### src/rtl/char_glyph_reader_if.sv
// ---------------------------------------------------------------------------
// char_glyph_reader_if
// Bundles the request stream, the character-memory read port and the pixel
// stream of char_glyph_reader.
//   slave  modport : seen by the reader itself
//   master modport : seen by the surrounding logic (request source, memory
//                    array, scan-out consumer)
// Signals
//   req_valid/req_ready/req_char : glyph request handshake, 6-bit code
//   mem_x/mem_y/mem_rd/mem_data  : shared cell address, read strobe, and the
//                                  NUM_CHARS-wide read bus (one bit per glyph)
//   pix_valid/pix_ready          : pixel stream handshake
//   pix_bit/pix_col/pix_row      : cell value and its coordinates
//   pix_last                     : final cell of the glyph
//   bad_char                     : pulse after accepting an out-of-range code
//   invert                       : present only with CHAR_GLYPH_READER_INVERT_EN
// ---------------------------------------------------------------------------
interface char_glyph_reader_if #(
    parameter int NUM_CHARS = 36
);
    logic                 req_valid;
    logic                 req_ready;
    logic [5:0]           req_char;
`ifdef CHAR_GLYPH_READER_INVERT_EN
    logic                 invert;
`endif
    logic [1:0]           mem_x;
    logic [2:0]           mem_y;
    logic                 mem_rd;
    logic [NUM_CHARS-1:0] mem_data;
    logic                 pix_valid;
    logic                 pix_ready;
    logic                 pix_bit;
    logic [1:0]           pix_col;
    logic [2:0]           pix_row;
    logic                 pix_last;
    logic                 bad_char;

    modport slave (
`ifdef CHAR_GLYPH_READER_INVERT_EN
        input  invert,
`endif
        input  req_valid,
        input  req_char,
        input  mem_data,
        input  pix_ready,
        output req_ready,
        output mem_x,
        output mem_y,
        output mem_rd,
        output pix_valid,
        output pix_bit,
        output pix_col,
        output pix_row,
        output pix_last,
        output bad_char
    );

    modport master (
`ifdef CHAR_GLYPH_READER_INVERT_EN
        output invert,
`endif
        output req_valid,
        output req_char,
        output mem_data,
        output pix_ready,
        input  req_ready,
        input  mem_x,
        input  mem_y,
        input  mem_rd,
        input  pix_valid,
        input  pix_bit,
        input  pix_col,
        input  pix_row,
        input  pix_last,
        input  bad_char
    );
endinterface

### src/rtl/char_glyph_reader.sv
// ---------------------------------------------------------------------------
// char_glyph_reader
// Read-side sequencer for the 4x5 character memory array of the VGA text
// path. A request latches a character code; the reader then walks the
// glyph's cells row-major, presenting each cell address to the array,
// waiting MEM_LATENCY cycles, sampling bit [char] of the read bus and
// emitting it as one pixel on a valid/ready stream.
//
// Ports
//   i_clock : system clock, rising edge
//   i_rst_n : synchronous active-low reset
//   bus     : char_glyph_reader_if.slave (request, memory port, pixel stream)
//
// Build option
//   CHAR_GLYPH_READER_INVERT_EN : adds bus.invert, sampled with the request;
//   when set every emitted pixel is complemented (invalid codes give 1s).
//
// State table
//   state    | meaning
//   ST_IDLE  | ready for a request (req_ready=1)
//   ST_FETCH | cell address on mem_x/mem_y, mem_rd=1
//   ST_WAIT  | address held while the array produces data
//   ST_EMIT  | pixel presented, waiting for pix_ready
// ---------------------------------------------------------------------------
module char_glyph_reader #(
    parameter int NUM_CHARS   = 36,
    parameter int GLYPH_W     = 4,
    parameter int GLYPH_H     = 5,
    parameter int MEM_LATENCY = 1
) (
    input  logic               i_clock,
    input  logic               i_rst_n,
    char_glyph_reader_if.slave bus
);

    localparam int         IDX_W      = $clog2(NUM_CHARS);
    localparam logic [5:0] CHAR_LIMIT = 6'(NUM_CHARS);
    localparam logic [1:0] X_LAST     = 2'(GLYPH_W - 1);
    localparam logic [2:0] Y_LAST     = 3'(GLYPH_H - 1);
    // Down-counter load: WAIT ends when the count reaches zero.
    localparam logic [1:0] WAIT_LOAD  = (MEM_LATENCY > 0) ? 2'(MEM_LATENCY - 1) : 2'd0;

    typedef enum logic [1:0] {
        ST_IDLE  = 2'd0,
        ST_FETCH = 2'd1,
        ST_WAIT  = 2'd2,
        ST_EMIT  = 2'd3
    } state_t;

    state_t     r_state;
    logic [5:0] r_char;
    logic       r_bad;
    logic [1:0] r_x;
    logic [2:0] r_y;
    logic [1:0] r_wait_cnt;
    logic       r_req_ready;
    logic       r_mem_rd;
    logic       r_pix_valid;
    logic       r_pix_bit;
    logic [1:0] r_pix_col;
    logic [2:0] r_pix_row;
    logic       r_pix_last;
    logic       r_bad_char;
`ifdef CHAR_GLYPH_READER_INVERT_EN
    logic       r_inv;
`endif

    logic [IDX_W-1:0] w_idx;
    logic             w_cell;
    logic             w_pix_bit;
    logic             w_req_bad;
    logic             w_x_wrap;
    logic             w_cell_last;
    logic [1:0]       w_next_x;
    logic [2:0]       w_next_y;

    // An invalid code steers the select to bit 0 so the read bus is never
    // indexed past its width; the value is then masked to 0 anyway.
    assign w_idx     = r_bad ? '0 : r_char[IDX_W-1:0];
    assign w_cell    = r_bad ? 1'b0 : bus.mem_data[w_idx];
`ifdef CHAR_GLYPH_READER_INVERT_EN
    assign w_pix_bit = w_cell ^ r_inv;
`else
    assign w_pix_bit = w_cell;
`endif

    assign w_req_bad   = (bus.req_char >= CHAR_LIMIT);
    assign w_x_wrap    = (r_x == X_LAST);
    assign w_cell_last = w_x_wrap && (r_y == Y_LAST);
    assign w_next_x    = w_x_wrap ? 2'd0 : r_x + 2'd1;
    assign w_next_y    = w_x_wrap ? r_y + 3'd1 : r_y;

    always_ff @(posedge i_clock) begin
        if (!i_rst_n) begin
            r_state     <= ST_IDLE;
            r_char      <= 6'd0;
            r_bad       <= 1'b0;
            r_x         <= 2'd0;
            r_y         <= 3'd0;
            r_wait_cnt  <= 2'd0;
            r_req_ready <= 1'b1;
            r_mem_rd    <= 1'b0;
            r_pix_valid <= 1'b0;
            r_pix_bit   <= 1'b0;
            r_pix_col   <= 2'd0;
            r_pix_row   <= 3'd0;
            r_pix_last  <= 1'b0;
            r_bad_char  <= 1'b0;
`ifdef CHAR_GLYPH_READER_INVERT_EN
            r_inv       <= 1'b0;
`endif
        end else begin
            r_bad_char <= 1'b0;
            r_mem_rd   <= 1'b0;

            case (r_state)
                ST_IDLE: begin
                    if (bus.req_valid) begin
                        r_char      <= bus.req_char;
                        r_bad       <= w_req_bad;
                        r_bad_char  <= w_req_bad;
`ifdef CHAR_GLYPH_READER_INVERT_EN
                        r_inv       <= bus.invert;
`endif
                        r_x         <= 2'd0;
                        r_y         <= 3'd0;
                        r_mem_rd    <= 1'b1;
                        r_req_ready <= 1'b0;
                        r_state     <= ST_FETCH;
                    end
                end

                ST_FETCH: begin
                    if (MEM_LATENCY == 0) begin
                        // Zero-latency array: data already valid this cycle.
                        r_pix_bit   <= w_pix_bit;
                        r_pix_col   <= r_x;
                        r_pix_row   <= r_y;
                        r_pix_last  <= w_cell_last;
                        r_pix_valid <= 1'b1;
                        r_state     <= ST_EMIT;
                    end else begin
                        r_wait_cnt  <= WAIT_LOAD;
                        r_state     <= ST_WAIT;
                    end
                end

                ST_WAIT: begin
                    if (r_wait_cnt == 2'd0) begin
                        r_pix_bit   <= w_pix_bit;
                        r_pix_col   <= r_x;
                        r_pix_row   <= r_y;
                        r_pix_last  <= w_cell_last;
                        r_pix_valid <= 1'b1;
                        r_state     <= ST_EMIT;
                    end else begin
                        r_wait_cnt  <= r_wait_cnt - 2'd1;
                    end
                end

                ST_EMIT: begin
                    if (bus.pix_ready) begin
                        r_pix_valid <= 1'b0;
                        if (w_cell_last) begin
                            r_req_ready <= 1'b1;
                            r_state     <= ST_IDLE;
                        end else begin
                            r_x         <= w_next_x;
                            r_y         <= w_next_y;
                            r_mem_rd    <= 1'b1;
                            r_state     <= ST_FETCH;
                        end
                    end
                end

                default: begin
                    r_state <= ST_IDLE;
                end
            endcase
        end
    end

    assign bus.req_ready = r_req_ready;
    assign bus.mem_x     = r_x;
    assign bus.mem_y     = r_y;
    assign bus.mem_rd    = r_mem_rd;
    assign bus.pix_valid = r_pix_valid;
    assign bus.pix_bit   = r_pix_bit;
    assign bus.pix_col   = r_pix_col;
    assign bus.pix_row   = r_pix_row;
    assign bus.pix_last  = r_pix_last;
    assign bus.bad_char  = r_bad_char;

endmodule
### src/flat_wrapper.sv
// flat-port wrapper written by rule: the top's interface ports become plain ports
module char_glyph_reader_flat 
#(
    parameter int NUM_CHARS   = 36,
    parameter int GLYPH_W     = 4,
    parameter int GLYPH_H     = 5,
    parameter int MEM_LATENCY = 1
)
  (i_clock, i_rst_n, bus_req_valid, bus_req_char, bus_mem_data, bus_pix_ready, bus_req_ready, bus_mem_x, bus_mem_y, bus_mem_rd, bus_pix_valid, bus_pix_bit, bus_pix_col, bus_pix_row, bus_pix_last, bus_bad_char);
  char_glyph_reader_if #(.NUM_CHARS(NUM_CHARS)) bus_i ();
  input  logic i_clock;
  input  logic i_rst_n;
  input wire logic [$bits(bus_i.req_valid)-1:0] bus_req_valid;
  input wire logic [$bits(bus_i.req_char)-1:0] bus_req_char;
  input wire logic [$bits(bus_i.mem_data)-1:0] bus_mem_data;
  input wire logic [$bits(bus_i.pix_ready)-1:0] bus_pix_ready;
  output wire logic [$bits(bus_i.req_ready)-1:0] bus_req_ready;
  output wire logic [$bits(bus_i.mem_x)-1:0] bus_mem_x;
  output wire logic [$bits(bus_i.mem_y)-1:0] bus_mem_y;
  output wire logic [$bits(bus_i.mem_rd)-1:0] bus_mem_rd;
  output wire logic [$bits(bus_i.pix_valid)-1:0] bus_pix_valid;
  output wire logic [$bits(bus_i.pix_bit)-1:0] bus_pix_bit;
  output wire logic [$bits(bus_i.pix_col)-1:0] bus_pix_col;
  output wire logic [$bits(bus_i.pix_row)-1:0] bus_pix_row;
  output wire logic [$bits(bus_i.pix_last)-1:0] bus_pix_last;
  output wire logic [$bits(bus_i.bad_char)-1:0] bus_bad_char;
  assign bus_i.req_valid = bus_req_valid;
  assign bus_i.req_char = bus_req_char;
  assign bus_i.mem_data = bus_mem_data;
  assign bus_i.pix_ready = bus_pix_ready;
  assign bus_req_ready = bus_i.req_ready;
  assign bus_mem_x = bus_i.mem_x;
  assign bus_mem_y = bus_i.mem_y;
  assign bus_mem_rd = bus_i.mem_rd;
  assign bus_pix_valid = bus_i.pix_valid;
  assign bus_pix_bit = bus_i.pix_bit;
  assign bus_pix_col = bus_i.pix_col;
  assign bus_pix_row = bus_i.pix_row;
  assign bus_pix_last = bus_i.pix_last;
  assign bus_bad_char = bus_i.bad_char;
  char_glyph_reader #(.NUM_CHARS(NUM_CHARS), .GLYPH_W(GLYPH_W), .GLYPH_H(GLYPH_H), .MEM_LATENCY(MEM_LATENCY)) u_core (.i_clock(i_clock), .i_rst_n(i_rst_n), .bus(bus_i));
endmodule
### config.mk
export PLATFORM = sky130hd
export DESIGN_NAME = char_glyph_reader_flat
export DESIGN_NICKNAME = d
export VERILOG_FILES = /design/src/rtl/char_glyph_reader_if.sv /design/src/rtl/char_glyph_reader.sv /design/src/flat_wrapper.sv
export SDC_FILE = /design/constraint.sdc
export NUM_CORES = 1
export LEC_CHECK = 0
export ABC_AREA = 1
export CAP_MARGIN = 20
export CORE_MARGIN = 8
export CORE_UTILIZATION = 47
export DETAILED_ROUTE_END_ITERATION = 8
export PLACE_DENSITY = 0.86
export SETUP_SLACK_MARGIN = 0.2
export SKIP_LAST_GASP = 1
export SYNTH_ARGS = -nofsm -noshare
export SYNTH_HDL_FRONTEND = slang
export SYNTH_SLANG_ARGS = --single-unit
### constraint.sdc
create_clock -name i_clock -period 2.8 [get_ports i_clock]
set_input_delay 0.84 -clock i_clock [delete_from_list [all_inputs] [get_ports i_clock]]
set_output_delay 0.84 -clock i_clock [all_outputs]
set_load 0.01 [all_outputs]
# Word-level counts from Yosys, hierarchy flattened
# Cells that the tools add are included.
dict set report word_totals {
  reg_bits 27
  input_bits 46
}
dict set report classes {
  n_reduce_logical 15
  add_sub_neg 3
  n_eq_ne 12
  magnitude_cmp 2
  n_mux 32
}
# cell count
set op_table {}
lappend op_table {{2-bit 2-to-1 mux} 8}
lappend op_table {{3-bit 2-to-1 mux} 4}
lappend op_table {{1-bit 2-to-1 mux} 11}
lappend op_table {{3-bit AND reduction} 3}
lappend op_table {{2-bit != test, second input constant} 4}
lappend op_table {{2-bit case mux with 2 select lines} 2}
lappend op_table {{2-bit case mux with 4 select lines} 1}
lappend op_table {{4-bit AND reduction} 2}
lappend op_table {{6-bit by 7-bit less-than comparator with 1-bit output, second input constant} 1}
lappend op_table {{1-bit binary-select mux with 6-bit select} 1}
lappend op_table {{2-bit equality test, second input constant} 3}
lappend op_table {{6-bit greater-or-equal comparator, second input constant} 1}
lappend op_table {{6-bit 2-to-1 mux} 1}
lappend op_table {{2-bit by 1-bit != test with 1-bit output, second input constant} 3}
lappend op_table {{1-bit case mux with 2 select lines} 3}
lappend op_table {{3-bit case mux with 2 select lines} 1}
lappend op_table {{2-bit AND reduction} 3}
lappend op_table {{2-bit nonzero test} 3}
lappend op_table {{5-bit AND reduction} 1}
lappend op_table {{2-bit logical NOT} 2}
lappend op_table {{3-bit by 1-bit adder with 3-bit output, second input constant} 1}
lappend op_table {{3-bit equality test, second input constant} 1}
lappend op_table {{2-bit by 1-bit adder with 2-bit output, second input constant} 1}
lappend op_table {{2-bit by 1-bit equality test with 1-bit output, second input constant} 1}
lappend op_table {{2 further kinds} 2}

# Depth between registers and ports, before layout
dict set report depth {
  word_depth 5
  ltp_mapped 11
  mapped_depth_nobuf 10
}

# Worst setup path before layout
# Ideal clock, no wire load.
dict set report synth_timing {
  kind {input-to-reg}
  from {in bus_pix_ready}
  to {reg u_core.r_x[0] (netlist: u_core.bus.mem_x[0])}
  n_path_buf 0
  required_time_ps 2679
  path_slack_ps 1218
  setup_ps 121
  arrival_ps 1460
  stages 9
  path_cell_list {inv_1 > nand2_1 > nand2_1 > inv_1 > o21ai_1 > nor2_1 > inv_1 > a31oi_1 > a211oi_1}
}
dict set report synth_via {
  elab_chain_len 2
}
# element line
set synth_lines {}
lappend synth_lines {{from (decl)} flat_wrapper.sv:16} ;# input wire logic [$bits(bus_i.pix_ready)-1:0] bus_pix_ready;
lappend synth_lines {{2-bit != test (no line)} n/a}
lappend synth_lines {{4-bit AND reduction (no line)} n/a}
lappend synth_lines {{to (signal assigned)} char_glyph_reader.sv:168} ;# r_x <= w_next_x;
lappend synth_lines {{to (decl)} char_glyph_reader.sv:53} ;# logic [1:0] r_x;
# Every way passes these cells.
# A chain may end at the register's enable or synchronous reset.

# Worst setup path after layout
dict set report layout_timing {
  from {reg u_core.r_y[2] (netlist: u_core.bus.mem_y[2])}
  to {out bus_mem_y[2]}
}
# element line
set layout_lines {}
lappend layout_lines {{from (decl)} char_glyph_reader.sv:54} ;# logic [2:0] r_y;
lappend layout_lines {{from (signal assigned)} char_glyph_reader.sv:169} ;# r_y <= w_next_y;
lappend layout_lines {{to (decl)} flat_wrapper.sv:19} ;# output wire logic [$bits(bus_i.mem_y)-1:0] bus_mem_y;
# No word-level cell between the ends.

==> reports/metrics.cfg <==
[detailed_routing]
drt-total-wl_um = 4595
dr.first_iter.drc_count = 64
ant_nets = 0
detail_route.first_pass.iterations = 4
viasPerCell = 5.120
vias = 1751
routedWlPerCell_um = 13.44
drc = 0

[global_routing]
antenna_found_initial = 0
grt-ovfl-total = 0
grt_pass1_wl_um = 7300
grt_max_degree = 22
grt_pass1_vias = 1728
grt_use_total_pct = 16.78

[synthesis]
ys_warn_count = 0
synth-seq-cells = 27
synth.avg_cell_area_um2 = 6.575
syn_nets = 293
yosysUniqueCellTypes = 25
synth_area_mm2 = 0.001572
seq_area_frac_synth_pct = 34.39
synthCells = 239

[power_and_ir_drop]
p_total_mw = 1.639
p_sw_share_pct = 42.67
p_sw_mw = 0.6996
internal_power_mw = 0.9397
p_leak_nw = 0.9435
power_frac_seq_pct = 34.6
p_comb_share_pct = 55.1
powerDensity_mw_per_mm2 = 736.9
pwr-share-clk_pct = 10.3
irDropWorstVdd_v = 0.0004916

[cts]
post_cts_resized = 0
hold_buffers = 0
post_cts_buffers = 0
clk_pin_slew_ps = 140
cts_sinks = 27
cts_root_buffer = clkbuf_4
clock_path_buffers = 2
htree_levels = 1
insertion_delay_ps = 330
cts_buffers = 3
tritoncts = done

[sta]
period_minus_slack_ps = 2191
finalHoldViolations = 0
postLayoutSetupSlackWorst_ps = 608.6
grt_setup_unrepaired = false
worst_clock_skew_ps = 3.491
finalCritPeriodShare_pct = 78.26
hold_slack_ps = 480.0
slew-limit-headroom_pct = 69.03
tightestPinTransition_ps = 458.7
max_freq_mhz = 456.3
tns_ps = 0
finalMaxSlewViolations = 0
setup_viol = 0

[worst_setup_path]
crit_fanout = 5
critPathBufInv = 1
end_kind = output port
r2r_slack_ps = 1040
endpoint = bus_mem_y[2]
path_class = reg2out
r2r_cells = 10
start_kind = flop
arrival_ps = 1350
cp_slowest_stage_delay_ps = 580
critPathLaunch = u_core.bus.mem_y[2]
critPathRequiredTime_ps = 1960
crit_cells = 1
cp_cell_sequence = clkdlybuf4s50_1
path_delay_family = buffers and inverters
timing.rr.end = u_core.bus.pix_bit
r2r-start = u_core.r_bad
critPathSlowestCell = clkdlybuf4s50_1

[placement]
post-dp-hpwl_um = 3558
portBuffers = 61
gp_congestion = 0.8470
dp_slack_ps = 567.3

[final_layout]
multiInputGateArea_um2 = 858.3
drive_gt1_share_pct = 3.041
antenna_cells = 0
nFillCells = 299
area_growth_pct = 41.56
ff_latch_area_um2 = 540.5
layout.nets = 351

[die]
fp.coreArea_mm2 = 0.003284
die_y_um = 73.83
chipWidth_um = 73.83
io_pins = 62
rows = 21
start_util_pct = 47.85
dieArea_mm2 = 0.005450

[min_path]
min_path_type = reg2reg

[outcome]
status = complete, no violations

[run]
cap_violations = 0

==> sequential cells by signal (all words and copies together) (netlist names) <==
| register | cells |
|---|---|
| u_core.r_state | 2 |
| u_core.bus.pix_col | 2 |
| u_core.bus.pix_row | 3 |
| u_core.bus.pix_last | 1 |
| u_core.bus.bad_char | 1 |
| u_core.bus.mem_y | 3 |
| u_core.r_bad | 1 |
| u_core.bus.pix_bit | 1 |
| u_core.bus.req_ready | 1 |
| u_core.r_wait_cnt | 2 |
| u_core.bus.pix_valid | 1 |
| u_core.bus.mem_x | 2 |
| u_core.r_char | 6 |
| u_core.bus.mem_rd | 1 |
==> placed cells by master (no fill, tap or decap), drive strengths merged <==
cell	instances
a211oi	4
a21oi	24
a31oi	1
buf	2
clkbuf	4
clkdlybuf4s50	61
clkinv	1
dfxtp	27
ha	8
inv	30
nand2	49
nand3	39
nand4	1
nor2	19
nor3	1
o21ai	22
o311ai	1
or2	1
xor2	1
==> final cells by class <==
class | count | area share, %
clock buffer | 4 | 1.181
inverter | 31 | 5.231
multi-input combinational | 171 | 38.58
sequential | 27 | 24.30
tap | 46 | 2.587
timing repair buffer | 63 | 28.12
==> power groups by stage <==
| stage | clock (mW) | sequential, mW | combinational [mW] |
|---|---|---|---|
| 2_1_floorplan | 0 | 0.598 | 0.555 |
| 3_3_place_gp | 0 | 0.574 | 0.878 |
| 3_5_place_dp | 0 | 0.574 | 0.903 |
| 4_1_cts | 0.173 | 0.567 | 0.906 |
| 5_1_grt | 0.184 | 0.581 | 1.03 |
| 6_report | 0.169 | 0.567 | 0.903 |
==> synth_stat cells, drive strengths merged <==
cell    count  share of area, %
nor2       19               4.5
inv        30               7.2
nor3        1              0.32
a21oi      24               7.9
o311ai      1              0.56
or2         1              0.40
a31oi       1              0.40
a211oi      4               1.9
nand3      39                12
clkbuf      3              0.72
dfxtp      27                34
o21ai      22               7.0
clkinv      1              0.24
nand4       1              0.40
ha          8               6.4
xor2        1              0.56
nand2      49                12
buf         7               2.9
==> metrics by stage <==
| step | utilization [%] | cells | cell area, um2 |
|---|---|---|---|
| final | 67.73 | 342 | 2225 |
| after global routing | 67.73 | 342 | 2225 |
| after CTS | 67.73 | 342 | 2225 |
| after detailed placement | 66.93 | 338 | 2198 |
| after global placement | 66.93 | 338 | 2198 |
| after floorplan | - | 239 | 1572 |
==> routing by layer <==
metal  GRT usage (%)  wire [um]  part of all wire, %  vias up
met5               0          0                    0        -
met3           3.956        342                  7.4        7
li1                -          -                    -      901
met2           30.12       2157                   47       67
met4           6.652         79                  1.7        0
met1           18.32       2015                   44      776
==> cell families after synthesis <==
| kind of cell | after synthesis | synth area share (%) |
|---|---|---|
| AO/OA/AOI/OAI | 52 | 17.76 |
| XOR/XNOR | 1 | 0.5574 |
| adder cells (fa/ha/maj) | 8 | 6.370 |
| buffers and inverters | 41 | 10.99 |
| flip-flops | 27 | 34.40 |
| AND/OR/NAND/NOR | 110 | 29.94 |
==> how the worst min path moves through the flow <==
stage | start | to | depth (start not counted)
detailed placement | u_core.bus.req_ready | u_core.bus.req_ready | 2
global placement | u_core.r_wait_cnt[1] | u_core.r_wait_cnt[1] | 2
floorplan | u_core.r_wait_cnt[1] | u_core.r_wait_cnt[1] | 2
finish | u_core.r_wait_cnt[1] | u_core.r_wait_cnt[1] | 2
global route | u_core.r_char[2] | u_core.r_char[2] | 2
CTS | u_core.r_char[2] | u_core.r_char[2] | 2
Note: power is estimated with default switching activity, not from simulation.
